`src/rtl/hazard_ctrl_pkg.sv`:
```
// Shared encodings for the hazard controller: forward selects,
// FSM states and shadow-slot field layout.
package hazard_ctrl_pkg;

  localparam logic [1:0] FWD_RF  = 2'b00;
  localparam logic [1:0] FWD_EX  = 2'b01;
  localparam logic [1:0] FWD_MEM = 2'b10;
  localparam logic [1:0] FWD_WB  = 2'b11;

  typedef enum logic [1:0] {
    ST_RUN   = 2'd0,
    ST_STALL = 2'd1,
    ST_FLUSH = 2'd2
  } hz_state_e;

  // slot = {wR, valid, we, load}
  localparam int SL_LOAD  = 0;
  localparam int SL_WE    = 1;
  localparam int SL_VALID = 2;
  localparam int SL_WR    = 3;

  function automatic int slot_w(int ra_w);
    return ra_w + SL_WR;
  endfunction

endpackage

```
`src/rtl/hazard_ctrl_if.sv`:
```
// Pipeline <-> hazard controller bundle.
// master = pipeline side, slave = controller.
interface hazard_ctrl_if #(
  parameter int RA_W  = 5,
  parameter int CNT_W = 32
);
  logic [RA_W-1:0]  ID_rs1;
  logic [RA_W-1:0]  ID_rs2;
  logic             ID_rs1_used;
  logic             ID_rs2_used;
  logic [RA_W-1:0]  ID_wR;
  logic             ID_rf_we;
  logic             ID_is_load;
  logic             EX_redirect;
  logic             pc_stall;
  logic             ifid_stall;
  logic             ifid_flush;
  logic             data_hazard;
  logic             control_hazard;
  logic [1:0]       fwd_rs1_sel;
  logic [1:0]       fwd_rs2_sel;
  logic [CNT_W-1:0] stall_cycles;
  logic [CNT_W-1:0] stall_events;
  logic [CNT_W-1:0] flush_events;

  modport master (
    output ID_rs1, ID_rs2, ID_rs1_used, ID_rs2_used,
    output ID_wR, ID_rf_we, ID_is_load, EX_redirect,
    input  pc_stall, ifid_stall, ifid_flush,
    input  data_hazard, control_hazard,
    input  fwd_rs1_sel, fwd_rs2_sel,
    input  stall_cycles, stall_events, flush_events
  );

  modport slave (
    input  ID_rs1, ID_rs2, ID_rs1_used, ID_rs2_used,
    input  ID_wR, ID_rf_we, ID_is_load, EX_redirect,
    output pc_stall, ifid_stall, ifid_flush,
    output data_hazard, control_hazard,
    output fwd_rs1_sel, fwd_rs2_sel,
    output stall_cycles, stall_events, flush_events
  );
endinterface

```
`src/rtl/hazard_slot.sv`:
```
// One shadow pipeline slot of destination info.
// A bubble loads an invalid (all-zero) slot.
module hazard_slot #(
  parameter int W = 8
) (
  input  logic         clk,
  input  logic         rst,
  input  logic         i_bubble,
  input  logic [W-1:0] i_d,
  output logic [W-1:0] o_q
);

  logic [W-1:0] r_q;

  always_ff @(posedge clk or posedge rst) begin
    if (rst)
      r_q <= '0;
    else if (i_bubble)
      r_q <= '0;
    else
      r_q <= i_d;
  end

  assign o_q = r_q;

endmodule

```
`src/rtl/hazard_ctrl.sv`:
```
// Central data/control hazard controller with perf counters.
// FORWARD_EN: forwarding with load-use bubble; else stall to WB.
module hazard_ctrl
  import hazard_ctrl_pkg::*;
#(
  parameter int RA_W  = 5,
  parameter int CNT_W = 32
) (
  input logic         clk,
  input logic         rst,
  hazard_ctrl_if.slave bus
);

  localparam int SW = slot_w(RA_W);

  logic [SW-1:0] w_id_slot;
  logic [SW-1:0] w_ex;
  logic [SW-1:0] w_mem;
  logic [SW-1:0] w_wb;
  logic          w_ex_bubble;
  logic          w_ctrl;
  logic          w_raw;
  logic          w_dh;
  logic [1:0]    w_sel1;
  logic [1:0]    w_sel2;
  logic          w_unused;

  hz_state_e        r_state;
  logic             r_id_valid;
  logic [CNT_W-1:0] r_stall_cycles;
  logic [CNT_W-1:0] r_stall_events;
  logic [CNT_W-1:0] r_flush_events;

  function automatic logic hit(
    logic [RA_W-1:0] rs,
    logic            used,
    logic [SW-1:0]   s
  );
    return used && (rs != '0) && s[SL_VALID]
        && s[SL_WE] && (s[SW-1:SL_WR] == rs);
  endfunction

  assign w_id_slot = {bus.ID_wR, 1'b1,
                      bus.ID_rf_we, bus.ID_is_load};

  assign w_ex_bubble = w_dh | w_ctrl | ~r_id_valid;

  hazard_slot #(.W(SW)) u_ex (
    .clk      (clk),
    .rst      (rst),
    .i_bubble (w_ex_bubble),
    .i_d      (w_id_slot),
    .o_q      (w_ex)
  );

  hazard_slot #(.W(SW)) u_mem (
    .clk      (clk),
    .rst      (rst),
    .i_bubble (1'b0),
    .i_d      (w_ex),
    .o_q      (w_mem)
  );

  hazard_slot #(.W(SW)) u_wb (
    .clk      (clk),
    .rst      (rst),
    .i_bubble (1'b0),
    .i_d      (w_mem),
    .o_q      (w_wb)
  );

  logic w_rs1_ex, w_rs2_ex;
  logic w_rs1_mem, w_rs2_mem;

  assign w_rs1_ex  = hit(bus.ID_rs1, bus.ID_rs1_used, w_ex);
  assign w_rs2_ex  = hit(bus.ID_rs2, bus.ID_rs2_used, w_ex);
  assign w_rs1_mem = hit(bus.ID_rs1, bus.ID_rs1_used, w_mem);
  assign w_rs2_mem = hit(bus.ID_rs2, bus.ID_rs2_used, w_mem);

`ifdef FORWARD_EN
  logic w_rs1_wb, w_rs2_wb;

  function automatic logic [1:0] fwd_sel(
    logic ex, logic mem, logic wb
  );
    if (ex)  return FWD_EX;
    if (mem) return FWD_MEM;
    if (wb)  return FWD_WB;
    return FWD_RF;
  endfunction

  assign w_rs1_wb = hit(bus.ID_rs1, bus.ID_rs1_used, w_wb);
  assign w_rs2_wb = hit(bus.ID_rs2, bus.ID_rs2_used, w_wb);

  // a load in EX has no result yet: bubble, never forward
  assign w_raw  = (w_rs1_ex | w_rs2_ex) & w_ex[SL_LOAD];
  assign w_sel1 = fwd_sel(w_rs1_ex & ~w_ex[SL_LOAD],
                          w_rs1_mem, w_rs1_wb);
  assign w_sel2 = fwd_sel(w_rs2_ex & ~w_ex[SL_LOAD],
                          w_rs2_mem, w_rs2_wb);
  assign w_unused = &{1'b0, w_wb[SL_LOAD]};
`else
  // WB needs no stall: the register file writes through
  assign w_raw  = w_rs1_ex | w_rs2_ex | w_rs1_mem | w_rs2_mem;
  assign w_sel1 = FWD_RF;
  assign w_sel2 = FWD_RF;
  assign w_unused = &{1'b0, w_wb};
`endif

  assign w_ctrl = bus.EX_redirect & ~rst;
  assign w_dh   = w_raw & r_id_valid & ~w_ctrl & ~rst;

  assign bus.control_hazard = w_ctrl;
  assign bus.ifid_flush     = w_ctrl;
  assign bus.data_hazard    = w_dh;
  assign bus.pc_stall       = w_dh;
  assign bus.ifid_stall     = w_dh;
  assign bus.fwd_rs1_sel    = rst ? FWD_RF : w_sel1;
  assign bus.fwd_rs2_sel    = rst ? FWD_RF : w_sel2;
  assign bus.stall_cycles   = r_stall_cycles;
  assign bus.stall_events   = r_stall_events;
  assign bus.flush_events   = r_flush_events;

  always_ff @(posedge clk or posedge rst) begin
    if (rst) begin
      r_state        <= ST_RUN;
      r_id_valid     <= 1'b0;
      r_stall_cycles <= '0;
      r_stall_events <= '0;
      r_flush_events <= '0;
    end else begin
      if (w_ctrl)
        r_id_valid <= 1'b0;
      else if (!w_dh)
        r_id_valid <= 1'b1;

      if (w_ctrl) begin
        r_state <= ST_FLUSH;
      end else begin
        unique case (r_state)
          ST_RUN:   if (w_dh) r_state <= ST_STALL;
          ST_STALL: if (!w_dh) r_state <= ST_RUN;
          ST_FLUSH: r_state <= w_dh ? ST_STALL : ST_RUN;
          default:  r_state <= ST_RUN;
        endcase
      end

      if (w_dh && !(&r_stall_cycles))
        r_stall_cycles <= r_stall_cycles + CNT_W'(1);
      if (w_dh && (r_state != ST_STALL) && !(&r_stall_events))
        r_stall_events <= r_stall_events + CNT_W'(1);
      if (w_ctrl && !(&r_flush_events))
        r_flush_events <= r_flush_events + CNT_W'(1);
    end
  end

endmodule

```
`src/flat_wrapper.sv`:
```
// flat-port wrapper written by rule: the top's interface ports become plain ports
module hazard_ctrl_flat import hazard_ctrl_pkg::*;
#(
  parameter int RA_W  = 5,
  parameter int CNT_W = 32
)
  (clk, rst, bus_ID_rs1, bus_ID_rs2, bus_ID_rs1_used, bus_ID_rs2_used, bus_ID_wR, bus_ID_rf_we, bus_ID_is_load, bus_EX_redirect, bus_pc_stall, bus_ifid_stall, bus_ifid_flush, bus_data_hazard, bus_control_hazard, bus_fwd_rs1_sel, bus_fwd_rs2_sel, bus_stall_cycles, bus_stall_events, bus_flush_events);
  hazard_ctrl_if #(.RA_W(RA_W), .CNT_W(CNT_W)) bus_i ();
  input logic clk;
  input logic rst;
  input wire logic [$bits(bus_i.ID_rs1)-1:0] bus_ID_rs1;
  input wire logic [$bits(bus_i.ID_rs2)-1:0] bus_ID_rs2;
  input wire logic [$bits(bus_i.ID_rs1_used)-1:0] bus_ID_rs1_used;
  input wire logic [$bits(bus_i.ID_rs2_used)-1:0] bus_ID_rs2_used;
  input wire logic [$bits(bus_i.ID_wR)-1:0] bus_ID_wR;
  input wire logic [$bits(bus_i.ID_rf_we)-1:0] bus_ID_rf_we;
  input wire logic [$bits(bus_i.ID_is_load)-1:0] bus_ID_is_load;
  input wire logic [$bits(bus_i.EX_redirect)-1:0] bus_EX_redirect;
  output wire logic [$bits(bus_i.pc_stall)-1:0] bus_pc_stall;
  output wire logic [$bits(bus_i.ifid_stall)-1:0] bus_ifid_stall;
  output wire logic [$bits(bus_i.ifid_flush)-1:0] bus_ifid_flush;
  output wire logic [$bits(bus_i.data_hazard)-1:0] bus_data_hazard;
  output wire logic [$bits(bus_i.control_hazard)-1:0] bus_control_hazard;
  output wire logic [$bits(bus_i.fwd_rs1_sel)-1:0] bus_fwd_rs1_sel;
  output wire logic [$bits(bus_i.fwd_rs2_sel)-1:0] bus_fwd_rs2_sel;
  output wire logic [$bits(bus_i.stall_cycles)-1:0] bus_stall_cycles;
  output wire logic [$bits(bus_i.stall_events)-1:0] bus_stall_events;
  output wire logic [$bits(bus_i.flush_events)-1:0] bus_flush_events;
  assign bus_i.ID_rs1 = bus_ID_rs1;
  assign bus_i.ID_rs2 = bus_ID_rs2;
  assign bus_i.ID_rs1_used = bus_ID_rs1_used;
  assign bus_i.ID_rs2_used = bus_ID_rs2_used;
  assign bus_i.ID_wR = bus_ID_wR;
  assign bus_i.ID_rf_we = bus_ID_rf_we;
  assign bus_i.ID_is_load = bus_ID_is_load;
  assign bus_i.EX_redirect = bus_EX_redirect;
  assign bus_pc_stall = bus_i.pc_stall;
  assign bus_ifid_stall = bus_i.ifid_stall;
  assign bus_ifid_flush = bus_i.ifid_flush;
  assign bus_data_hazard = bus_i.data_hazard;
  assign bus_control_hazard = bus_i.control_hazard;
  assign bus_fwd_rs1_sel = bus_i.fwd_rs1_sel;
  assign bus_fwd_rs2_sel = bus_i.fwd_rs2_sel;
  assign bus_stall_cycles = bus_i.stall_cycles;
  assign bus_stall_events = bus_i.stall_events;
  assign bus_flush_events = bus_i.flush_events;
  hazard_ctrl #(.RA_W(RA_W), .CNT_W(CNT_W)) u_core (.clk(clk), .rst(rst), .bus(bus_i));
endmodule
```
`config.mk`:
```
export PLATFORM = sky130hd
export DESIGN_NAME = hazard_ctrl_flat
export DESIGN_NICKNAME = d
export VERILOG_FILES = /design/src/rtl/hazard_ctrl_pkg.sv /design/src/rtl/hazard_ctrl_if.sv /design/src/rtl/hazard_slot.sv /design/src/rtl/hazard_ctrl.sv /design/src/flat_wrapper.sv
export SDC_FILE = /design/constraint.sdc
export NUM_CORES = 1
export LEC_CHECK = 0
export CAP_MARGIN = 10
export CORE_MARGIN = 4
export CORE_UTILIZATION = 50
export DETAILED_ROUTE_END_ITERATION = 8
export GPL_ROUTABILITY_DRIVEN = 1
export PLACE_DENSITY = 0.85
export SLEW_MARGIN = 20
export SYNTH_ARGS = -nofsm -noshare
export SYNTH_HDL_FRONTEND = slang
export SYNTH_SLANG_ARGS = --single-unit
```
`constraint.sdc`:
```
create_clock -name clk -period 8.3 [get_ports clk]
set_input_delay 2.075 -clock clk [delete_from_list [all_inputs] [get_ports clk]]
set_output_delay 2.075 -clock clk [all_outputs]
set_load 0.05 [all_outputs]
```
==> flow_summary_export.csv, run 1 <==
group,metric,value,unit
cts,post_cts_resized,0,
cts,cts_tree,"built",
layout,n_fill_cell,767,
worst_setup_path,cp.required,6.23,ns
synthesis,netlist_area,5470,sq um
worst_setup_path,end_kind,"output pin",
cts,cts_hold_buf,0,
outcome,status,"completed",
synthesis,ys_seq_area_share,51.7,%
power_and_ir_drop,p_sw_share,24.2,%
layout,n_antenna_cell,0,
synthesis,yosys-top-cells-area,"dfrtp_1 52%, xor2_1 9.6%, xnor2_1 8.3%",
timing,setup_violations,0,
routing,viasPerCell,5.56,
synthesis,synth.most_common_cell,"dfrtp_1",
worst_setup_path,worst-path-max-fanout,13,
synthesis,synthDistinctLibCells,39,
routing,routedWlPerCell,16.9,um
synthesis,synth.top_cell.area_share,51.7,%
synthesis,synth_top_family_by_area,"simple AND/OR/NAND/NOR gates",
power_and_ir_drop,sequentialPowerShare,39.0,%
cts,htree_levels,4,
power_and_ir_drop,powerDensity,206,nW/um^2
layout,nets,671,
synthesis,yosysTopAreaCell,"dfrtp_1",
global_routing,grt_max_degree,63,
synthesis,synthCells,518,
synthesis,ys_warn_count,0,
synthesis,async_flop_share,100,%
power_and_ir_drop,peakVddDrop,166,uV
synthesis,yosys.area_share.adder,0.687,%
routing,vias,4417,
cts,cts_buffers,17,
timing,final.min_clock_period,6.67,ns
cts,cts_setup_buffers,0,
die,start_util,52.0,%
worst_setup_path,arrival,4.59,ns
cts,cts_root_buffer,"clkbuf_8",
power_and_ir_drop,power.switching,0.368,mW
routing,drc_errors,0,
synthesis,synth-simple-area-share,24.8,%
cts,cts.sinks,113,
synthesis,synth_area_per_cell,10.6,sq um
placement,gp_congestion,0.881,
routing,first_pass_iters,5,
layout,utilization,70.4,%
timing,skew,0.00802,ns
global_routing,grt_util_all_layers,21.8,%
global_routing,grt_pass1_vias,4578,
cts,cts.path.max_buffers,2,
routing,drtIter0Drc,224,
synthesis,muxShareOfSynthArea,0.206,%
flow_run,max-cap-violations,0,
global_routing,antenna_found_initial,0,
power_and_ir_drop,pwr-share-clk,50.9,%
timing,slew_headroom,34.8,%
synthesis,synth_compound_area_share,1.21,%
timing,final_hold_viol_count,0,
worst_setup_path,crit_path_start_kind,"input pin",
power_and_ir_drop,p_leak,3.28,nW
die,io_pins,127,
global_routing,grt_overflow_total,0,
synthesis,synth_xor_area_share,17.9,%
power_and_ir_drop,p_total,1.52,mW
die,fp.dieArea,12700,sq um
layout,area_growth,35.3,%
timing,hold-worst-slack,0.383,ns
timing,tightest_slew,0.971,ns
power_and_ir_drop,internal_power,1.15,mW
cts,clock_latency,0.50,ns
global_routing,grt_pass1_wl,22.6,mm
routing,wirelength,13.4,mm
timing,max_freq,150,MHz
timing,final.setup.tns,0,ns
die,die_w,113,um
min_path,hold_class,"reg -> reg",
synthesis,synth_ff_type,"dfrtp_1",
placement,io_buffers,121,
die,row_count,37,
die,fp.dieH,113,um
routing,ant_nets,0,
synthesis,synth_enable_flop_cells,0,
power_and_ir_drop,p_comb_share,10.1,%
placement,dpl.hpwl,9.30,mm
synthesis,yosys-top-cells-count,"113 x dfrtp_1, 60 x xor2_1, 52 x xnor2_1, 46 x nand2_1",
timing,drv_slew,0,
cts,clkSlewWorstSetupHoldPaths,0.05,ns
timing,rsz0062_at_grt,"no",
die,core,10500,sq um
timing,fin_crit_sh,80.3,%
worst_setup_path,crit_type,"in -> out",
layout,drive_gt1_share,6.99,%
synthesis,ys_ff_latch,113,
[cell families after synthesis]
| logic type | Yosys count |
|---|---|
| AO/OA/AOI/OAI | 8 |
| flip-flops | 113 |
| multiplexers | 1 |
| other | 1 |
| XOR/XNOR | 112 |
| AND/OR/NAND/NOR | 245 |
| buffers and inverters | 35 |
| adder cells (fa/ha/maj) | 3 |
[power groups by stage]
stage | clock network (mW) | logic, mW | registers (mW)
3_3_place_gp | 0 | 0.150 | 0.601
3_5_place_dp | 0 | 0.154 | 0.602
6_report | 0.775 | 0.153 | 0.593
2_1_floorplan | 0 | 0.0526 | 0.647
5_1_grt | 0.818 | 0.163 | 0.596
4_1_cts | 0.787 | 0.155 | 0.593
[path summary, 6_finish.rpt]
kind	slack (ns)	endpoint	start	cells after the start
setup / recovery	1.63	bus_data_hazard	rst	7
hold / removal	0.38	u_core.u_mem.o_q[1]	u_core.u_ex.o_q[1]	0
setup reg to reg	5.42	u_core.bus.stall_cycles[1]	u_core.bus.stall_cycles[3]	6
hold reg to reg	0.38	u_core.u_mem.o_q[1]	u_core.u_ex.o_q[1]	0
max in group asynchronous	5.01	u_core.bus.stall_cycles[27]	rst	3
min in group asynchronous	2.05	u_core.r_id_valid	rst	2
[registers in the layout, summed over array words and instances, names as in the netlist]
signal and cells:
u_core.r_state 2, u_core.bus.stall_cycles 32, u_core.u_ex.o_q 7, u_core.r_id_valid 1
u_core.bus.flush_events 32, u_core.u_mem.o_q 7, u_core.bus.stall_events 32
[final cells by class]
| cell class | count | area, sq um | share of cell area [%] |
|---|---|---|---|
| Inverter | 18 | 70.1 | 0.947 |
| Clock inverter | 11 | 185 | 2.50 |
| Tap cell | 136 | 170 | 2.30 |
| Timing Repair Buffer | 123 | 1230 | 16.6 |
| Multi-Input combinational cell | 373 | 2470 | 33.4 |
| Clock buffer | 20 | 445 | 6.02 |
| Sequential cell | 113 | 2830 | 38.2 |
[per-stage QoR]
step	cell area, sq um	setup slack, ns	std cells
2_1_floorplan	5480	0.527	521
3_3_place_gp	6760	1.69	763
3_5_place_dp	6760	1.64	763
4_1_cts	7390	1.64	794
5_1_grt	7400	1.51	794
6_report	7400	1.63	794
[cells in the final DEF, fill, tap and decap left out, drive strengths merged, types with 2 or more instances in the layout]
cell	n
nor4	24
buf	2
clkdlybuf4s50	121
xnor2	52
or4	3
nor4b	2
bufinv	5
inv	18
and4b	4
xor2	60
nand4	28
nand3	36
ha	3
and4	4
and2	10
and3	15
conb	4
nor2	36
a22oi	2
clkinv	4
o21ai	3
clkbuf	20
nor3	27
dfrtp	113
clkinvlp	2
or3	3
nand2	46
nor3b	2
[worst max-delay path, cell delays in order]
cell,delay [ns]
clkdlybuf4s50_1,0.46
or3b_1,0.48
nor3_2,0.22
a22oi_1,0.11
o22ai_2,0.16
buf_4,0.24
clkdlybuf4s50_1,0.83
[metal layers]
metal  wire (um)  GRT usage, %  up-vias
li1            -             -     2035
met4         303          8.81        0
met3         876          5.98       32
met5           0             0        -
met1        5540          27.8     2166
met2        6690          35.2      184
No activity file was read; power rests on OpenSTA's default activity.
==> run 2, diff against run 1 <==
- clock period: 8.3 -> 6.37 ns (I/O delays scaled with it)
==> flow_summary_export.csv, run 2 (synthesized netlist as in run 1, its figures left out) <==
group,metric,value,unit
outcome,status,"completed",
global_routing,grt_util_all_layers,20.9,%
cts,cts_tree,"built",
worst_setup_path,slowest_stage,"clkdlybuf4s50_1",
global_routing,grt_pass1_vias,4463,
layout,multi_input_area,2470,sq um
die,io_pins,127,
worst_setup_path,crit_type,"in -> out",
global_routing,grt_overflow_total,0,
cts,clock_latency,0.49,ns
cts,post_cts_resized,0,
die,core,10500,sq um
layout,n_fill_cell,748,
global_routing,grt_max_degree,74,
placement,dp_cells,764,
routing,wirelength,13.0,mm
cts,cts_hold_buf,0,
worst_setup_path,slowest_delay,0.87,ns
placement,dpl.hpwl,9.26,mm
worst_setup_path,crit_start,"rst",
placement,io_buffers,121,
min_path,hold_start,"u_core.u_ex.o_q[1]",
routing,first_pass_iters,4,
die,fp.dieH,113,um
timing,rsz0062_at_grt,"no",
layout,final_common_cell,"clkdlybuf4s50_1",
timing,drv_slew,0,
die,start_util,52.0,%
layout,area_growth,35.7,%
layout,nets,672,
worst_setup_path,cp_num_buf_inv,2,
die,fp.dieArea,12700,sq um
placement,gp_congestion,0.900,
worst_setup_path,rr_startpoint,"u_core.bus.stall_cycles[3]",
worst_setup_path,crit_path_start_kind,"input pin",
routing,vias,4344,
worst_setup_path,worst-path-max-fanout,6,
layout,drive_gt1_share,7.27,%
timing,skew,0.00869,ns
cts,htree_levels,4,
power_and_ir_drop,powerDensity,268,nW/um^2
die,row_count,37,
global_routing,grt_pass1_wl,21.7,mm
timing,final.min_clock_period,5.63,ns
cts,cts_root_buffer,"clkbuf_8",
worst_setup_path,crit_top_cell,"clkdlybuf4s50_1",
worst_setup_path,cp.required,4.78,ns
global_routing,antenna_found_initial,0,
cts,cts.path.max_buffers,2,
cts,cts_setup_buffers,0,
timing,tightest_slew,0.966,ns
routing,drc_errors,0,
worst_setup_path,end_kind,"output pin",
timing,setup_violations,0,
timing,max_freq,178,MHz
die,die_w,113,um
timing,slew_headroom,35.1,%
worst_setup_path,crit_chain,"clkdlybuf4s50_1, or3b_1, nor3_1, a22oi_1, o22ai_2, clkdlybuf4s50_1",
layout,fin_cells,796,
timing,final.setup.tns,0,ns
routing,ant_nets,0,
cts,clkSlewWorstSetupHoldPaths,0.05,ns
routing,viasPerCell,5.46,
power_and_ir_drop,peakVddDrop,208,uV
power_and_ir_drop,p_leak,3.28,nW
min_path,hold_class,"reg -> reg",
layout,n_antenna_cell,0,
cts,cts.sinks,113,
worst_setup_path,crit_family,"buffers and inverters",
routing,drtIter0Drc,226,
layout,layout_common_cells,"121 x clkdlybuf4s50_1, 113 x dfrtp_1, 60 x xor2_1, 52 x xnor2_1, 46 x nand2_1",
worst_setup_path,arrival,4.04,ns
routing,routedWlPerCell,16.3,um
timing,final_hold_viol_count,0,
cts,cts_buffers,17,
layout,ff_latch_area,2830,sq um
flow_run,max-cap-violations,0,
timing,fin_crit_sh,88.3,%
==> run 2: cell types whose count changed in the layout (fill, tap and decap cells not counted) <==
cell / delta
buf_4: +1
clkbuf_8: -1
clkinv_2: -2
clkinv_4: +4
clkinvlp_4: +1
inv_4: -1
==> run 2: area by class of cell <==
class,count,area share (%)
inverter,18,0.962
sequential,113,38.1
clock inverter,13,2.83
clock buffer,19,5.82
tap,136,2.29
timing repair buffer,124,16.6
multi-input combinational,373,33.3
==> run 2: path summary, 6_finish.rpt <==
check | end | slack (ns) | depth (start not counted)
min reg2reg | u_core.u_mem.o_q[1] | 0.37 | 0
min in group asynchronous | u_core.bus.flush_events[18] | 1.64 | 3
max reg2reg | u_core.bus.stall_cycles[1] | 3.52 | 6
min | u_core.u_mem.o_q[1] | 0.37 | 0
max | bus_data_hazard | 0.74 | 6
max in group asynchronous | u_core.bus.stall_events[10] | 3.45 | 4
==> run 2: metal layers <==
layer	vias to the layer above	global-route usage (%)	routed length (um)
li1	2043	-	-
met1	2117	27.2	5540
met2	160	33.0	6290
met3	24	6.15	900
met4	0	7.93	230
met5	-	0	0
==> run 2: power by group <==
group / internal [mW] / total [mW] / switching (mW)
logic: 0.0705 / 0.200 / 0.130
clock network: 0.686 / 1.01 / 0.329
registers: 0.744 / 0.773 / 0.0292
total: 1.50 / 1.99 / 0.488
==> run 2: worst reg2reg max path, stage by stage (launching register included) <==
cell	delay [ns]
dfrtp_1	0.41
nand3_1	0.18
or3_1	0.66
nor2_1	0.27
nand2_1	0.14
o21ai_4	0.66
mux2_2	0.41
==> run 2: metrics by stage <==
stage                     total power, mW  setup slack [ns]  hold slack, ns  util, %  cell area (sq um)
after floorplan                     0.912             0.492           0.354        -               5480
after global placement              0.980             0.801           0.360     64.4               6770
after detailed placement            0.987             0.727           0.363     64.4               6770
after CTS                            2.01             0.731           0.375     70.5               7410
after global routing                 2.06             0.607           0.386     70.6               7420
final                                1.99             0.742           0.373     70.6               7420
